### src/rtl/square_motion_ctrl.sv
// rtl/square_motion_ctrl.sv - per-frame square position sequencer with edge bounce, updated in vblank
// Optional: `define SQUARE_MOTION_DRAW_EN adds the registered q_draw coverage output.
module square_motion_ctrl #(
  parameter int CORDW     = 10,
  parameter int H_RES     = 640,
  parameter int V_RES     = 480,
  parameter int Q_SIZE    = 32,
  parameter int SPEED     = 1,
  parameter int FRAME_DIV = 1
) (
  input  logic             clk_pix,
  input  logic             rst_n,
  input  logic [CORDW-1:0] sx,
  input  logic [CORDW-1:0] sy,
  input  logic             enable,
  output logic [CORDW-1:0] qx,
  output logic [CORDW-1:0] qy,
  output logic             dir_x,
  output logic             dir_y,
  output logic             bounce,
  output logic             busy
`ifdef SQUARE_MOTION_DRAW_EN
  ,
  output logic             q_draw
`endif
);

  localparam logic [1:0] S_IDLE   = 2'd0;
  localparam logic [1:0] S_CALC_X = 2'd1;
  localparam logic [1:0] S_CALC_Y = 2'd2;
  localparam logic [1:0] S_COMMIT = 2'd3;

  localparam logic [CORDW:0]   XMAX     = (CORDW+1)'(H_RES - Q_SIZE);
  localparam logic [CORDW:0]   YMAX     = (CORDW+1)'(V_RES - Q_SIZE);
  localparam logic [CORDW:0]   STEP     = (CORDW+1)'(SPEED);
  localparam logic [7:0]       DIV_LAST = 8'(FRAME_DIV - 1);
  localparam logic [CORDW-1:0] TICK_Y   = CORDW'(V_RES);

  logic [1:0]       state_q, state_d;
  logic             tick_q;
  logic [7:0]       frame_cnt_q, frame_cnt_d;
  logic [CORDW-1:0] qx_q, qx_d, qy_q, qy_d, nx_q, nx_d;
  logic             dir_x_q, dir_x_d, dir_y_q, dir_y_d;
  logic             flip_x_q, flip_x_d, flip_y;
  logic             bounce_q, bounce_d;

  // Moving +: clamp at mx once the step would reach it; moving -: clamp at 0.
  function automatic logic [CORDW:0] step_pos(input logic [CORDW:0] p, input logic d,
                                              input logic [CORDW:0] mx);
    if (!d) return (p + STEP >= mx) ? mx : p + STEP;
    return (p <= STEP) ? '0 : p - STEP;
  endfunction

  function automatic logic step_flip(input logic [CORDW:0] p, input logic d,
                                     input logic [CORDW:0] mx);
    if (!d) return (p + STEP >= mx);
    return (p <= STEP);
  endfunction

  always_comb begin
    state_d     = state_q;
    frame_cnt_d = frame_cnt_q;
    qx_d        = qx_q;
    qy_d        = qy_q;
    nx_d        = nx_q;
    dir_x_d     = dir_x_q;
    dir_y_d     = dir_y_q;
    flip_x_d    = flip_x_q;
    flip_y      = 1'b0;
    bounce_d    = 1'b0;
    case (state_q)
      S_IDLE: begin
        if (tick_q && enable) begin
          if (frame_cnt_q == DIV_LAST) begin
            frame_cnt_d = '0;
            state_d     = S_CALC_X;
          end else begin
            frame_cnt_d = frame_cnt_q + 8'd1;
          end
        end
      end
      S_CALC_X: begin
        nx_d     = CORDW'(step_pos({1'b0, qx_q}, dir_x_q, XMAX));
        flip_x_d = step_flip({1'b0, qx_q}, dir_x_q, XMAX);
        state_d  = S_CALC_Y;
      end
      S_CALC_Y: begin
        // Both axes land in the same edge so the COMMIT cycle shows the new position.
        flip_y   = step_flip({1'b0, qy_q}, dir_y_q, YMAX);
        qy_d     = CORDW'(step_pos({1'b0, qy_q}, dir_y_q, YMAX));
        qx_d     = nx_q;
        dir_x_d  = dir_x_q ^ flip_x_q;
        dir_y_d  = dir_y_q ^ flip_y;
        bounce_d = flip_x_q | flip_y;
        state_d  = S_COMMIT;
      end
      default: state_d = S_IDLE;
    endcase
  end

  always_ff @(posedge clk_pix or negedge rst_n) begin
    if (!rst_n) begin
      state_q     <= S_IDLE;
      tick_q      <= 1'b0;
      frame_cnt_q <= '0;
      qx_q        <= '0;
      qy_q        <= '0;
      nx_q        <= '0;
      dir_x_q     <= 1'b0;
      dir_y_q     <= 1'b0;
      flip_x_q    <= 1'b0;
      bounce_q    <= 1'b0;
    end else begin
      state_q     <= state_d;
      tick_q      <= (sy == TICK_Y) && (sx == '0);
      frame_cnt_q <= frame_cnt_d;
      qx_q        <= qx_d;
      qy_q        <= qy_d;
      nx_q        <= nx_d;
      dir_x_q     <= dir_x_d;
      dir_y_q     <= dir_y_d;
      flip_x_q    <= flip_x_d;
      bounce_q    <= bounce_d;
    end
  end

  assign qx     = qx_q;
  assign qy     = qy_q;
  assign dir_x  = dir_x_q;
  assign dir_y  = dir_y_q;
  assign bounce = bounce_q;
  assign busy   = (state_q != S_IDLE);

`ifdef SQUARE_MOTION_DRAW_EN
  localparam logic [CORDW:0] QS = (CORDW+1)'(Q_SIZE);

  logic q_draw_q, q_draw_d;

  always_comb begin
    q_draw_d = ({1'b0, sx} >= {1'b0, qx_q}) && ({1'b0, sx} < {1'b0, qx_q} + QS) &&
               ({1'b0, sy} >= {1'b0, qy_q}) && ({1'b0, sy} < {1'b0, qy_q} + QS);
  end

  always_ff @(posedge clk_pix or negedge rst_n) begin
    if (!rst_n) q_draw_q <= 1'b0;
    else        q_draw_q <= q_draw_d;
  end

  assign q_draw = q_draw_q;
`endif

endmodule
### config.mk
export PLATFORM = sky130hd
export DESIGN_NAME = square_motion_ctrl
export DESIGN_NICKNAME = d
export VERILOG_FILES = /design/src/rtl/square_motion_ctrl.sv
export SDC_FILE = /design/constraint.sdc
export NUM_CORES = 1
export LEC_CHECK = 0
export CORE_MARGIN = 8
export CORE_UTILIZATION = 35
export DETAILED_ROUTE_END_ITERATION = 16
export GPL_ROUTABILITY_DRIVEN = 0
export PLACE_DENSITY = 0.54
export SLEW_MARGIN = 20
export SYNTH_ARGS = -nofsm -noshare
export SYNTH_HDL_FRONTEND = slang
export SYNTH_SLANG_ARGS = --single-unit
### constraint.sdc
create_clock -name clk_pix -period 3.37 [get_ports clk_pix]
set_input_delay 0.674 -clock clk_pix [delete_from_list [all_inputs] [get_ports clk_pix]]
set_output_delay 0.674 -clock clk_pix [all_outputs]
set_load 0.02 [all_outputs]
==> reports/summary.txt <==
==================================================================================
Outcome ............................................................. finished clean
Overall power of the completed layout ...............................       944 uW
Met3 layer usage reported by global route ...........................        3.13%
Peak VDD IR .........................................................     0.122 mV
Post-synthesis register bit count ...................................           45
Source-to-sink clock delay at the later pin of the worst-skew pair ..      0.29 ns
Worst path bufs/invs ................................................            1
Final-layout worst hold slack .......................................     0.434 ns
Post-synthesis cell type count ......................................           59
Final standard cell utilization of the core .........................        42.0%
DR WL/cell ..........................................................      15.0 um
Arrival time of the worst setup path ................................      1.73 ns
Horiz. Die Dim ......................................................       109 um
Instance area at placement ..........................................    3490 um^2
CTS Sinks ...........................................................           45
Routed via count divided by cell count ..............................         5.42
Unrepaired setup endpoints after global routing .....................           no
Achievable clock frequency ..........................................    0.416 GHz
TritonCTS clock tree ................................................        built
Die Outline Area ....................................................   11800 um^2
Biggest area consumer among synthesized cells ....................... sky130_fd_sc_hd__dfrtp_1
Transition at the pin with the smallest max-transition slack ........     0.731 ns
Number of H-tree branching levels ...................................            2
Antenna fix cells ...................................................            0
PD cells ............................................................  263 nW/um^2
CP max FO ...........................................................           15
Hold Vio Cnt, Final .................................................            0
Hold buffer count at CTS ............................................            0
Top post-synthesis cells by count ................................... 45 x sky130_fd_sc_hd__dfrtp_1, 31 x sky130_fd_sc_hd__nand2_1, 28 x sky130_fd_sc_hd__nor2_1
Remaining routing DRC violations ....................................            0
Delay of the slowest critical-path stage ............................      0.72 ns
Clock transition at the registers of the reported paths .............      0.08 ns
GR Layer Usage met1 .................................................        16.7%
Post-cts repair resize count ........................................            0
CP endpoint kind .................................................... primary output
Largest net degree at the start of global routing ...................           31
Async set-reset flop share out of synthesis .........................         100%
Number of I/O port buffers ..........................................           46
Cell leakage power ..................................................      1.55 nW
Via count of the first global-routing pass ..........................         2547
Synthesized area per cell ...........................................    8.84 um^2
List of cells traversed by the critical path ........................ clkdlybuf4s50_1
Initial Utilization .................................................        35.3%
Grt met2 use ........................................................        19.7%
Max_cap viols .......................................................            0
Global route hottest layer ..........................................         met2
Required @ worst endpoint ...........................................      2.70 ns
Final Skew ..........................................................    0.0102 ns
Gr ovfl total .......................................................            0
Net count after synthesis ...........................................          376
Area overhead of the layout relative to synthesis ...................        19.2%
Antenna-violating nets left .........................................            0
Origin of the critical flop-to-flop path ............................        qx[5]
Tcrit/Tclk final ....................................................        71.4%
Vertical die dimension ..............................................       109 um
Post-CTS setup repair buffer count ..................................            0
Launching element type of the critical path .........................         flop
Worst hold path type ................................................  in -> async
Final Instance Area .................................................    3590 um^2
Count of standard-cell rows .........................................           34
Clock tree root driver cell ......................................... sky130_fd_sc_hd__clkbuf_8
First-pass GRT wire length ..........................................     12100 um
Area inside the core boundary .......................................    8550 um^2
Drt first-iter violations ...........................................          138
Slowest CP cell ..................................................... sky130_fd_sc_hd__dfrtp_1
Share of synthesized area occupied by flip-flops and latches ........        37.4%
Top post-synthesis cells by area .................................... sky130_fd_sc_hd__dfrtp_1 37%, sky130_fd_sc_hd__ha_1 5.0%, sky130_fd_sc_hd__nand2_1 3.9%
Minimum setup slack among reg-to-reg paths ..........................      1.08 ns
Total negative slack for setup checks ...............................         0 ns
Antenna violations before repair ....................................            0
Count of flip-flops with a built-in enable after synthesis ..........            0
Final Net Count .....................................................          407
Share of final-layout standard cells stronger than drive strength 1 .        9.12%
Gr usage total ......................................................        12.5%
Cell type group with the largest total delay on the critical path ...   flip-flops
Fillcell total ......................................................          841
Primary FF master, synth ............................................ sky130_fd_sc_hd__dfrtp_1
Depth of the worst register-to-register path ........................            6
Post-DP HPWL ........................................................      5160 um
Routed wire length ..................................................      7200 um
Period minus WS final ...............................................      2.40 ns
Number of endpoints failing setup at the final stage ................            0
Count leader, synth ................................................. sky130_fd_sc_hd__dfrtp_1
Fin. max-slew vios ..................................................            0
End of the worst register-to-register path ..........................      nx_q[5]
Synthesized area ....................................................    3010 um^2
Vias ................................................................         2608
Clock buffer count from CTS .........................................            5
Number of iterations in the first detailed-routing pass .............            4
Path type of the worst setup path ...................................   reg -> out
Count of synthesis-stage warnings from yosys ........................            0
Buffers from clock root to sink, at most ............................            2
Count of pins on the block boundary .................................           47
Slew headroom .......................................................        51.3%
Cells after synthesis ...............................................          341
Area share of the largest cell type after synthesis .................        37.4%
==================================================================================
worst max path at each step:
stage	startpoint	end	slack (ns)	depth (start not counted)
finish	dir_x	dir_x	0.97	1
global route	state_q[0]	busy	0.88	4
CTS	state_q[0]	busy	0.92	4
global placement	qx[5]	nx_q[5]	1.13	6
floorplan	qx[0]	flip_x_q	1.40	8
detailed placement	qx[5]	nx_q[5]	1.10	6
where the power goes:
| part | internal, mW | switching [mW] |
|---|---|---|
| Combinational | 0.0232 | 0.0148 |
| Clock | 0.186 | 0.181 |
| Sequential | 0.539 | 0.00000257 |
kinds of logic after synthesis:
family / after synthesis / synth area share, %
AND/OR/NAND/NOR: 143 / 25.4
buffers and inverters: 39 / 6.27
flip-flops: 45 / 37.4
AO/OA/AOI/OAI: 74 / 17.1
XOR/XNOR: 17 / 4.94
adder cells (fa/ha/maj): 12 / 4.98
multiplexers: 11 / 4.03
flip-flops by register name (all words and copies together), names as in the netlist:
register	flops
nx_q	10
qx	10
qy	10
frame_cnt_q	8
state_q	2
bounce	1
dir_x	1
dir_y	1
flip_x_q	1
tick_q	1
layout by cell type, fill, tap and decap left out, drive strengths merged, types with 9 or more instances in the layout:
master / netlist / routed
a21oi: 17 / 17
clkdlybuf4s50: 0 / 45
dfrtp: 45 / 45
ha: 12 / 12
inv: 14 / 14
mux2: 9 / 9
nand2: 31 / 31
nand3: 22 / 22
nand4: 9 / 9
nor2: 28 / 28
nor3: 15 / 15
o21ai: 24 / 24
xnor2: 11 / 11
metrics by stage:
| stage | instances | worst slack (ns) |
|---|---|---|
| after floorplan | 341 | 1.40 |
| after global placement | 473 | 1.13 |
| after detailed placement | 473 | 1.10 |
| after CTS | 481 | 0.924 |
| after global routing | 481 | 0.876 |
| final | 481 | 0.965 |
routing by layer:
layer / wire length, um / share of wire, %
met1: 3530 / 49
met2: 3130 / 43
met3: 476 / 6.6
met4: 67 / 0.93
met5: 0 / 0
area by class of cell:
class                           count  area (um^2)  share of cell area [%]
Inverter                           14         52.6                    1.46
Sequential cell                    45         1130                    31.3
Timing Repair Buffer               49          478                    13.3
Clock inverter                      1         5.00                   0.139
Clock buffer                        7         96.3                    2.68
Multi-Input combinational cell    257         1700                    47.3
Tap cell                          108          135                    3.76
Power figures use the tool's default switching activity.
